**src/rtl/mem_arb_pkg.sv**
```systemverilog
// Shared types and default sizing for the CPU/DMA data-memory arbiter.
package mem_arb_pkg;

  typedef enum logic {
    S_CPU = 1'b0,
    S_DMA = 1'b1
  } arb_state_t;

  localparam int DEF_ABITS       = 32;
  localparam int DEF_DBITS       = 32;
  localparam int DEF_MAX_BURST   = 16;
  localparam int DEF_CPU_QUANTUM = 4;
  localparam int STALL_W         = 32;

endpackage

```
**src/rtl/mem_arbiter_if.sv**
```systemverilog
// Bundles the CPU pins, the DMA master pins and the data-memory port seen by the arbiter.
interface mem_arbiter_if import mem_arb_pkg::*; #(
  parameter int Abits = DEF_ABITS,
  parameter int Dbits = DEF_DBITS
) ();

  logic               run_en;
  logic               cpu_enable;
  logic               cpu_mem_wr;
  logic [Abits-1:0]   cpu_mem_addr;
  logic [Dbits-1:0]   cpu_mem_wdata;
  logic [Dbits-1:0]   cpu_mem_rdata;
  logic               dma_req;
  logic               dma_wr;
  logic               dma_last;
  logic [Abits-1:0]   dma_addr;
  logic [Dbits-1:0]   dma_wdata;
  logic               dma_gnt;
  logic [Dbits-1:0]   dma_rdata;
  logic               mem_wr;
  logic [Abits-1:0]   mem_addr;
  logic [Dbits-1:0]   mem_wdata;
  logic [Dbits-1:0]   mem_rdata;
  logic [STALL_W-1:0] stall_cycles;

  // Arbiter side.
  modport slave (
    input  run_en, cpu_mem_wr, cpu_mem_addr, cpu_mem_wdata,
           dma_req, dma_wr, dma_last, dma_addr, dma_wdata, mem_rdata,
    output cpu_enable, cpu_mem_rdata, dma_gnt, dma_rdata,
           mem_wr, mem_addr, mem_wdata, stall_cycles
  );

  // CPU, DMA engine and memory side.
  modport master (
    output run_en, cpu_mem_wr, cpu_mem_addr, cpu_mem_wdata,
           dma_req, dma_wr, dma_last, dma_addr, dma_wdata, mem_rdata,
    input  cpu_enable, cpu_mem_rdata, dma_gnt, dma_rdata,
           mem_wr, mem_addr, mem_wdata, stall_cycles
  );

endinterface

```
**src/rtl/sat_counter.sv**
```systemverilog
// Up-counter that sticks at MAX; a clear takes priority over an increment.
module sat_counter #(
  parameter int           W   = 8,
  parameter logic [W-1:0] MAX = '1
) (
  input  logic         clk,
  input  logic         reset,
  input  logic         inc_i,
  input  logic         clr_i,
  output logic [W-1:0] q_o,
  output logic         sat_o
);

  logic [W-1:0] count_q, count_d;

  assign sat_o = (count_q == MAX);
  assign q_o   = count_q;

  always_comb begin
    count_d = count_q;
    if (clr_i) begin
      count_d = '0;
    end else if (inc_i && !sat_o) begin
      count_d = count_q + W'(1);
    end
  end

  always_ff @(posedge clk) begin
    if (reset) begin
      count_q <= '0;
    end else begin
      count_q <= count_d;
    end
  end

endmodule

```
**src/rtl/mem_arbiter.sv**
```systemverilog
// Shares the data-memory port between the CPU and a DMA master; the CPU is frozen while DMA owns memory.
module mem_arbiter import mem_arb_pkg::*; #(
  parameter int MAX_BURST   = DEF_MAX_BURST,
  parameter int CPU_QUANTUM = DEF_CPU_QUANTUM
) (
  input logic          clk,
  input logic          reset,
  mem_arbiter_if.slave bus
);

  localparam int QW = $clog2(CPU_QUANTUM + 1);
  localparam int BW = (MAX_BURST > 1) ? $clog2(MAX_BURST) : 1;

  arb_state_t         state_q, state_d;
  logic [QW-1:0]      qcnt;
  logic [BW-1:0]      bcnt;
  logic [STALL_W-1:0] stallCnt;
  logic               quantumMet, burstFull, stallSat;
  logic               cpuRun, beat, dmaExit;
  logic               unusedCnt;

  assign cpuRun  = (state_q == S_CPU) && bus.run_en && !reset;
  assign beat    = (state_q == S_DMA) && bus.dma_req;
  // burstFull means the beat in flight is the last one this grant may take.
  assign dmaExit = !bus.dma_req || bus.dma_last || burstFull;

  sat_counter #(.W(QW), .MAX(QW'(CPU_QUANTUM))) u_qcnt (
    .clk   (clk),
    .reset (reset),
    .inc_i (cpuRun),
    .clr_i (state_q == S_DMA),
    .q_o   (qcnt),
    .sat_o (quantumMet)
  );

  sat_counter #(.W(BW), .MAX(BW'(MAX_BURST - 1))) u_bcnt (
    .clk   (clk),
    .reset (reset),
    .inc_i (beat),
    .clr_i (state_q == S_CPU),
    .q_o   (bcnt),
    .sat_o (burstFull)
  );

  sat_counter #(.W(STALL_W), .MAX('1)) u_stall (
    .clk   (clk),
    .reset (reset),
    .inc_i ((state_q == S_DMA) && bus.run_en),
    .clr_i (1'b0),
    .q_o   (stallCnt),
    .sat_o (stallSat)
  );

  assign unusedCnt = ^{qcnt, bcnt, stallSat};

  always_ff @(posedge clk) begin
    if (reset) begin
      state_q <= S_CPU;
    end else begin
      state_q <= state_d;
    end
  end

  always_comb begin
    state_d = state_q;
    case (state_q)
      S_CPU: if (bus.dma_req && quantumMet) state_d = S_DMA;
      S_DMA: if (dmaExit) state_d = S_CPU;
      default: state_d = S_CPU;
    endcase
  end

  // Reset forces every strobe low so a burst cut by reset never writes a partial beat.
  always_comb begin
    bus.cpu_enable = 1'b0;
    bus.dma_gnt    = 1'b0;
    bus.mem_wr     = 1'b0;
    bus.mem_addr   = bus.cpu_mem_addr;
    bus.mem_wdata  = bus.cpu_mem_wdata;
    if (state_q == S_DMA) begin
      bus.mem_addr  = bus.dma_addr;
      bus.mem_wdata = bus.dma_wdata;
      if (!reset) begin
        bus.dma_gnt = 1'b1;
        bus.mem_wr  = bus.dma_req && bus.dma_wr;
      end
    end else begin
      bus.cpu_enable = cpuRun;
      bus.mem_wr     = bus.cpu_mem_wr && cpuRun;
    end
  end

  assign bus.cpu_mem_rdata = bus.mem_rdata;
  assign bus.dma_rdata     = bus.mem_rdata;
  assign bus.stall_cycles  = stallCnt;

endmodule

```
**src/flat_wrapper.sv**
```systemverilog
// flat-port wrapper written by rule: the top's interface ports become plain ports
module mem_arbiter_flat import mem_arb_pkg::*;
#(
  parameter int MAX_BURST   = DEF_MAX_BURST,
  parameter int CPU_QUANTUM = DEF_CPU_QUANTUM
)
  (clk, reset, bus_run_en, bus_cpu_mem_wr, bus_cpu_mem_addr, bus_cpu_mem_wdata, bus_dma_req, bus_dma_wr, bus_dma_last, bus_dma_addr, bus_dma_wdata, bus_mem_rdata, bus_cpu_enable, bus_cpu_mem_rdata, bus_dma_gnt, bus_dma_rdata, bus_mem_wr, bus_mem_addr, bus_mem_wdata, bus_stall_cycles);
  mem_arbiter_if bus_i ();
  input logic clk;
  input logic reset;
  input wire logic [$bits(bus_i.run_en)-1:0] bus_run_en;
  input wire logic [$bits(bus_i.cpu_mem_wr)-1:0] bus_cpu_mem_wr;
  input wire logic [$bits(bus_i.cpu_mem_addr)-1:0] bus_cpu_mem_addr;
  input wire logic [$bits(bus_i.cpu_mem_wdata)-1:0] bus_cpu_mem_wdata;
  input wire logic [$bits(bus_i.dma_req)-1:0] bus_dma_req;
  input wire logic [$bits(bus_i.dma_wr)-1:0] bus_dma_wr;
  input wire logic [$bits(bus_i.dma_last)-1:0] bus_dma_last;
  input wire logic [$bits(bus_i.dma_addr)-1:0] bus_dma_addr;
  input wire logic [$bits(bus_i.dma_wdata)-1:0] bus_dma_wdata;
  input wire logic [$bits(bus_i.mem_rdata)-1:0] bus_mem_rdata;
  output wire logic [$bits(bus_i.cpu_enable)-1:0] bus_cpu_enable;
  output wire logic [$bits(bus_i.cpu_mem_rdata)-1:0] bus_cpu_mem_rdata;
  output wire logic [$bits(bus_i.dma_gnt)-1:0] bus_dma_gnt;
  output wire logic [$bits(bus_i.dma_rdata)-1:0] bus_dma_rdata;
  output wire logic [$bits(bus_i.mem_wr)-1:0] bus_mem_wr;
  output wire logic [$bits(bus_i.mem_addr)-1:0] bus_mem_addr;
  output wire logic [$bits(bus_i.mem_wdata)-1:0] bus_mem_wdata;
  output wire logic [$bits(bus_i.stall_cycles)-1:0] bus_stall_cycles;
  assign bus_i.run_en = bus_run_en;
  assign bus_i.cpu_mem_wr = bus_cpu_mem_wr;
  assign bus_i.cpu_mem_addr = bus_cpu_mem_addr;
  assign bus_i.cpu_mem_wdata = bus_cpu_mem_wdata;
  assign bus_i.dma_req = bus_dma_req;
  assign bus_i.dma_wr = bus_dma_wr;
  assign bus_i.dma_last = bus_dma_last;
  assign bus_i.dma_addr = bus_dma_addr;
  assign bus_i.dma_wdata = bus_dma_wdata;
  assign bus_i.mem_rdata = bus_mem_rdata;
  assign bus_cpu_enable = bus_i.cpu_enable;
  assign bus_cpu_mem_rdata = bus_i.cpu_mem_rdata;
  assign bus_dma_gnt = bus_i.dma_gnt;
  assign bus_dma_rdata = bus_i.dma_rdata;
  assign bus_mem_wr = bus_i.mem_wr;
  assign bus_mem_addr = bus_i.mem_addr;
  assign bus_mem_wdata = bus_i.mem_wdata;
  assign bus_stall_cycles = bus_i.stall_cycles;
  mem_arbiter #(.MAX_BURST(MAX_BURST), .CPU_QUANTUM(CPU_QUANTUM)) u_core (.clk(clk), .reset(reset), .bus(bus_i));
endmodule
```
**config.mk**
```make
export PLATFORM = sky130hd
export DESIGN_NAME = mem_arbiter_flat
export DESIGN_NICKNAME = d
export VERILOG_FILES = /design/src/rtl/mem_arb_pkg.sv /design/src/rtl/mem_arbiter_if.sv /design/src/rtl/sat_counter.sv /design/src/rtl/mem_arbiter.sv /design/src/flat_wrapper.sv
export SDC_FILE = /design/constraint.sdc
export NUM_CORES = 1
export LEC_CHECK = 0
export CAP_MARGIN = 30
export CORE_AREA = 8 8 122 124
export CTS_BUF_LIST = sky130_fd_sc_hd__clkbuf_8
export DETAILED_ROUTE_END_ITERATION = 6
export DIE_AREA = 0 0 130 132
export GPL_ROUTABILITY_DRIVEN = 1
export HOLD_SLACK_MARGIN = 0.05
export PLACE_DENSITY = 0.78
export SKIP_CTS_REPAIR_TIMING = 1
export SYNTH_ARGS = -nofsm -noshare
export SYNTH_HDL_FRONTEND = slang
export SYNTH_SLANG_ARGS = --single-unit
```
**constraint.sdc**
```tcl
create_clock -name clk -period 6.1 [get_ports clk]
set_input_delay 1.525 -clock clk [delete_from_list [all_inputs] [get_ports clk]]
set_output_delay 1.525 -clock clk [all_outputs]
set_load 0.02 [all_outputs]
```
[After elaboration in Yosys (flattened, before gate mapping)]
Index checks and enable logic that the tools add are counted.
Operators by class
  $add $sub $neg: 3
  equality and inequality tests: 3
  mux-type cells: 10
  bitwise gates (word level): 1
  reductions and logical operators: 19
Operator list (number)
  32-bit 2-to-1 mux: 2
  32-bit by 1-bit adder with 32-bit output, second input constant: 1
  32-bit equality test, second input constant: 1
  1-bit logical AND: 10
  1-bit 2-to-1 mux: 7
  1-bit zero test: 5
  4-bit by 1-bit adder with 4-bit output, second input constant: 1
  4-bit equality test, second input constant: 1
  2-bit OR reduction: 2
  3-bit by 1-bit adder with 3-bit output, second input constant: 1
  3-bit equality test, second input constant: 1
  1-bit logical OR: 2
  1-bit one-hot mux with 2 select lines: 1
  1-bit NOT: 1
Storage, ports and cells
  register bits: 40
  output and inout bits: 163
  logic and storage cells: 40

[Logic depth before layout (Yosys ltp)]
Gate-level depths: netlist of the first run.
  depth after elaboration: 5
  depth in mapped cells: 8

[By module]
Synthesis of the first run repeated with hierarchy kept, for this count alone.
Unflattened totals
  cells, all modules: 391
  area, all modules: 3405.8 µm²
Modules (own cells, without submodules)
  sat_counter (u_core.u_stall): instances 1, cells an instance 200, area each 1645.3 µm²
  mem_arbiter: instances 1, cells an instance 151, area each 1361.3 µm²
  sat_counter (u_core.u_bcnt): instances 1, cells an instance 22, area each 211.5 µm²
  sat_counter (u_core.u_qcnt): instances 1, cells an instance 18, area each 187.7 µm²

[Least setup slack after synthesis of the first run]
OpenSTA, ideal clock, no wires.
  path type: input port to output port
  start point: input port reset
  end point: output port bus_mem_wr
  arrival time: 2.627 ns
  setup slack: 1.948 ns
  stages on the path: 3
  cells stage by stage: clkbuf_1 nor3b_1 a32o_1
Between the ends
  longest elaborated chain between the ends: 4
RTL lines
  start: declaration: RTL line flat_wrapper.sv:10  | input logic reset;
  1-bit zero test: RTL line mem_arbiter.sv:22  | assign cpuRun = (state_q == S_CPU) && bus.run_en && !reset;
  1-bit logical AND: RTL line mem_arbiter.sv:22
  1-bit logical AND: RTL line mem_arbiter.sv:89  | bus.mem_wr = bus.cpu_mem_wr && cpuRun;
  1-bit 2-to-1 mux (*): RTL line mem_arbiter.sv:80  | if (state_q == S_DMA) begin
  end: declaration: RTL line flat_wrapper.sv:25  | output wire logic [$bits(bus_i.mem_wr)-1:0] bus_mem_wr;
Every way passes the cells marked *; elsewhere a longest branch is shown, timed or not.

[Final worst setup path of the first run]
Ends and elaborated chain as after synthesis.

==> results of run 1 <==
metal layers:
layer  vias up  global-route usage
met5         -                   0
met2       196               0.318
met3        17              0.0736
met4         2              0.0458
met1      1605               0.175
li1       1616                   -
placed cells by master (no fill, tap or decap), drive strengths merged, types with 5 or more instances in the layout:
master	count
a211oi	6
a21oi	21
and3	6
clkbuf	5
clkdlybuf4s50	233
dfxtp	40
inv	9
mux2	64
nand2	21
nand3	7
nand4	14
nor2	24
nor3	7
o21ai	8
o31ai	5
or3	11
or4	6
xnor2	14
xor2	5
final timing paths:
| path | startpoint | to | slack [ps] | depth (start not counted) |
|---|---|---|---|---|
| min | u_core.u_stall.q_o[23] | u_core.u_stall.q_o[23] | 510 | 2 |
| max | reset | bus_mem_wr | 1430 | 5 |
| max reg2reg | u_core.state_q | u_core.u_stall.q_o[17] | 3340 | 5 |
| min reg2reg | u_core.u_stall.q_o[23] | u_core.u_stall.q_o[23] | 510 | 2 |
stage by stage:
stage          hold slack (ps)   util  std cells  worst slack (ps)  cell area (sq um)
2_1_floorplan              480      -        381              1950               3280
3_3_place_gp               483  0.408        709              1440               5290
3_5_place_dp               499  0.408        709              1430               5290
4_1_cts                    511  0.416        717              1410               5400
5_1_grt                    518  0.416        717              1310               5400
6_report                   514  0.416        717              1430               5400
final cells by class:
| type | instances | area, sq um |
|---|---|---|
| clock inverter | 3 | 38.8 |
| fill | 1304 | 7580 |
| tap | 176 | 220 |
| inverter | 8 | 30.0 |
| timing repair buffer | 234 | 2340 |
| multi-input combinational | 251 | 1900 |
| sequential | 40 | 805 |
| clock buffer | 5 | 68.8 |
logic make-up (layout without fill, tap and decap cells):
family	Yosys count	in the layout	synth area share
and+or+nand+nor	111	111	0.185
buffers and inverters	90	250	0.179
muxes	66	66	0.226
AOI/OAI and AO/OA	51	51	0.101
DFF	40	40	0.244
xor gates and xnor gates	19	19	0.0507
adders and majority gates	4	4	0.0152
where the power goes:
part	total (mW)	switching (mW)	internal, mW	leakage [nW]
clock network	0.214	0.0941	0.120	0.0593
logic	0.210	0.0766	0.133	1.40
registers	0.264	0.00193	0.262	0.323
registers in the layout (all words and copies together), names as in the netlist:
name                flops
u_core.u_stall.q_o     32
u_core.u_qcnt.q_o       3
u_core.state_q          1
u_core.u_bcnt.q_o       4
worst min-delay path, delay by kind of cell (launching register included):
kind | cells | cell delay [ps]
AO/OA/AOI/OAI | 2 | 130
flip-flops | 1 | 340
==> run metrics, run 1 <==
result of the run finished clean; Yosys warnings 0; sum of met2 wire segment lengths after detailed routing 7990 microns; DRC violations left 0; Port Buf Inserts 233; total CTS buffers 5; Final period util 0.766; cell area after synthesis 3280 sq um; CTS H-tree depth 2; Largest delay share family, worst path buffers and inverters; slew at the pin with the worst max-slew slack 917 ps; most frequent cell after synthesis sky130_fd_sc_hd__buf_4; number of nets in the layout 711; slowest cell on the critical path sky130_fd_sc_hd__clkdlybuf4s50_1; antenna violations before repair 1; HPWL reported at the end of detailed placement 13500 microns; fraction of registers with async set or reset after synthesis 0; vias per cell 4.79; total number of clock tree sinks 40; nature of the critical path startpoint input port; global-route wire length before repair 22800 microns; residual antenna-violating net count after detailed routing 0; clock insertion delay at the later pin of the skew report 300 ps; clock root buffer sky130_fd_sc_hd__clkbuf_8; die height 132 microns; final global-route overflow total 0; power density of the placed cells 127 nW/um^2; initial DRC count 128; Hold Vio Cnt, Final 0; Setup TNS Final 0 ps; static leakage 1.78 nW; Max Clock Skew 7.71 ps; kind of end point of the critical path output port; worst min-delay path category register to register; routability cong. 0.905; RSZ-0062 raised after global routing no; wl on met1 5650 microns; final-report max-slew violation count 0; via total after detailed routing 3436; total I/O pin count 330; library cell with the largest summed area after synthesis sky130_fd_sc_hd__dfxtp_1; commonest cells in the synthesized netlist sky130_fd_sc_hd__buf_4 (65), sky130_fd_sc_hd__mux2_2 (64), sky130_fd_sc_hd__dfxtp_1 (40); routed wire length per instance 21.9 microns; syn_area_per_cell 8.62 sq um; clock slew at the register clock pins of the worst setup and hold paths 80 ps; via count of the first global-routing pass 3591; worst relative slew slack 0.389; number of diodes 0; number of flip-flops and latches in the synthesized netlist 40; critical-path cell list clkdlybuf4s50_1 -> nand2b_1 -> inv_1 -> a32o_1 -> clkdlybuf4s50_1; area delta synth->final 64.4%; Mapped Nets 552; worst-path maximum fanout 5; Max VDD drop 271 uV; Die Width 130 microns; number of synthesized flops with an enable pin 0; Detailed Route WL 15700 microns; Top Layer Used met5; Bufs on Longest Clock Path 2; TritonCTS clock tree done; slowest stage delay, CP 550 ps; start-to-end type of the worst setup path input port to output port; initial core utilization 0.253; total power draw 0.688 mW; floorplan core area 13000 sq um; min Tclk post-route 4670 ps; most area-consuming cells after synthesis sky130_fd_sc_hd__dfxtp_1 (24%), sky130_fd_sc_hd__mux2_2 (22%), sky130_fd_sc_hd__buf_4 (15%); layout cells sized above 1 0.150; proportion of netlist area held by the largest area contributor 0.244; number of buffers and inverters on the critical path 3; leading register cell type out of synthesis sky130_fd_sc_hd__dfxtp_1; cells after synthesis 381; TritonRoute pass-1 iters 4; Arrival @ worst endpoint 3150 ps; sequential-to-total area share from yosys stat 0.244; count of different cell masters after synthesis 42; largest net degree at the start of global routing 74; final setup violation count 0; Die Outline Area 17200 sq um; Highest Clock Rate 0.214 GHz; Detail Route met3 WL 1700 microns; critical path data required time 4580 ps; Maximum Capacitance Violations 0; floorplan row count 42; gr usage total 0.174; cell occurring most often along the worst timing path sky130_fd_sc_hd__clkdlybuf4s50_1
No activity file was read; power rests on OpenSTA's default activity.
==> run 2: changes to the inputs <==
CORE_AREA = 8 8 121 123   (was 8 8 122 124)
DIE_AREA = 0 0 129 131   (was 0 0 130 132)
PLACE_DENSITY = 0.82   (was 0.78)
clock period = 4.2 ns   (was 6.1 ns; I/O delays follow)
==> run metrics, run 2 (synthesis results as in run 1) <==
routability cong. 0.878 (was 0.905); Highest Clock Rate 0.258 GHz; final global-route overflow total 0 (unchanged); global-route wire length before repair 22800 microns (about the same); length in cells of the worst reg-to-reg path 6 (was 5); most common cell after layout, fill and taps aside sky130_fd_sc_hd__clkdlybuf4s50_1 (unchanged); initial DRC count 126 (was 128); most frequent cells in the layout sky130_fd_sc_hd__clkdlybuf4s50_1 (233), sky130_fd_sc_hd__mux2_2 (64), sky130_fd_sc_hd__dfxtp_1 (39) (unchanged); final-report max-slew violation count 0 (unchanged); floorplan row count 42 (unchanged); Worst Hold Endpoint u_core.u_stall.q_o[19] (was u_core.u_stall.q_o[23]); clock root buffer sky130_fd_sc_hd__clkbuf_8 (unchanged); nature of the critical path startpoint input port (unchanged); worst-path maximum fanout 4 (was 5); Setup TNS Final 0 ps (unchanged); die height 131 microns (was 132 microns); worst min-delay path category register to register (unchanged); area delta synth->final 64.6% (was 64.4%); Post-Place Cells 710 (was 709); Die Outline Area 16900 sq um (was 17200 sq um); Final period util 0.923; vias per cell 4.84 (was 4.79); post-route core utilization 0.420 (was 0.416); kind of end point of the critical path output port (unchanged); Detailed Route WL 16000 microns (was 15700 microns); DRC violations left 0 (unchanged); Die Width 129 microns (was 130 microns); layout cells sized above 1 0.153 (was 0.150); TritonCTS clock tree done (unchanged); gr usage total 0.182 (was 0.174); static leakage 1.78 nW (about the same); min Tclk post-route 3880 ps; Max Clock Skew 10.7 ps (was 7.71 ps); clock insertion delay at the later pin of the skew report 300 ps (about the same); Arrival @ worst endpoint 2830 ps (was 3150 ps); antenna violations before repair 0 (was 1); RSZ-0062 raised after global routing no (unchanged); Worst Hold Launch u_core.u_stall.q_o[19] (was u_core.u_stall.q_o[23]); Bufs on Longest Clock Path 2 (unchanged); cell area after layout 5410 sq um (was 5400 sq um); reg-to-reg slack, setup 1850 ps (was 3340 ps); TritonRoute pass-1 iters 4 (unchanged); total number of clock tree sinks 40 (unchanged); Maximum Capacitance Violations 0 (unchanged); power density of the placed cells 181 nW/um^2 (was 127 nW/um^2); HPWL reported at the end of detailed placement 13600 microns (was 13500 microns); number of nets in the layout 712 (was 711); worst relative slew slack 0.443 (was 0.389); Largest register FFs 32 (unchanged); total CTS buffers 5 (unchanged); via total after detailed routing 3474 (was 3436); total I/O pin count 330 (unchanged); result of the run finished clean (unchanged); residual antenna-violating net count after detailed routing 0 (unchanged); Setup WS post-layout 324 ps (was 1430 ps); CTS H-tree depth 2 (unchanged); floorplan core area 12900 sq um (was 13000 sq um); Crit Reg-Reg Endpoint u_core.u_stall.q_o[29] (was u_core.u_stall.q_o[17]); Critical R2R Launch u_core.u_stall.q_o[0] (was u_core.state_q); Port Buf Inserts 233 (unchanged); post-placement cell area 5310 sq um (was 5290 sq um); number of cells traversed by the worst hold path 2 (unchanged); slew at the pin with the worst max-slew slack 828 ps (was 917 ps); Hold Vio Cnt, Final 0 (unchanged); via count of the first global-routing pass 3558 (was 3591); final setup violation count 0 (unchanged); routed wire length per instance 22.3 microns (was 21.9 microns); Max VDD drop 275 uV (was 271 uV); critical path data required time 3150 ps (was 4580 ps); number of diodes 0 (unchanged); clock slew at the register clock pins of the worst setup and hold paths 80 ps (about the same); start-to-end type of the worst setup path input port to output port (unchanged); initial core utilization 0.255 (was 0.253); Non-Filler Instances 718 (was 717); Setup WS pre-CTS 357 ps (was 1430 ps); largest net degree at the start of global routing 65 (was 74)
[run 2: cell count changes in the layout (fill, tap and decap cells not counted)]
cell / delta
sky130_fd_sc_hd__bufinv_16: -1
sky130_fd_sc_hd__dfxtp_4: -1
sky130_fd_sc_hd__inv_1: -1
sky130_fd_sc_hd__inv_6: +1
sky130_fd_sc_hd__clkbuf_8: +1
sky130_fd_sc_hd__dfxtp_2: +1
sky130_fd_sc_hd__buf_12: +1
[run 2: worst max path at each step]
| stage | start | to | slack (ps) | cells after the start |
|---|---|---|---|---|
| 2_1_floorplan | reset | bus_mem_wr | 1000 | 3 |
| 3_3_place_gp | reset | bus_mem_wr | 430 | 5 |
| 3_5_place_dp | bus_run_en | bus_mem_wr | 360 | 4 |
| 4_1_cts | bus_run_en | bus_mem_wr | 330 | 4 |
| 5_1_grt | bus_run_en | bus_mem_wr | 240 | 4 |
| 6_report | bus_run_en | bus_mem_wr | 320 | 4 |
[run 2: where the power goes]
part | total, mW | internal [mW] | switching [mW]
clock | 0.283 | 0.134 | 0.148
sequential | 0.383 | 0.381 | 0.00192
combinational | 0.310 | 0.194 | 0.116
[run 2: metal layers]
metal / up-vias / track usage / wire length, microns
li1: 1615 / - / -
met1: 1621 / 0.189 / 5840
met2: 206 / 0.310 / 7530
met3: 32 / 0.0938 / 2110
met4: 0 / 0.0629 / 541
met5: - / 0 / 0
[run 2: layout make-up]
type                       count  area, sq um
clock buffer                   6         82.6
clock inverter                 2         13.8
fill                        1272         7470
inverter                       8         30.0
multi-input combinational    251         1900
sequential                    40          802
tap                          176          220
timing repair buffer         235         2360
[run 2: per-stage QoR]
| stage | power (mW) | hold slack, ps |
|---|---|---|
| 3_5_place_dp | 0.703 | 495 |
| 4_1_cts | 0.984 | 509 |
| 5_1_grt | 1.01 | 535 |
| 6_report | 0.976 | 503 |
| 2_1_floorplan | 0.574 | 480 |
| 3_3_place_gp | 0.700 | 481 |
[run 2: worst max-delay path, cell delays in order]
cell	delay, ps
sky130_fd_sc_hd__clkdlybuf4s50_1	590
sky130_fd_sc_hd__nor3b_1	360
sky130_fd_sc_hd__a32o_1	210
sky130_fd_sc_hd__clkdlybuf4s50_1	620
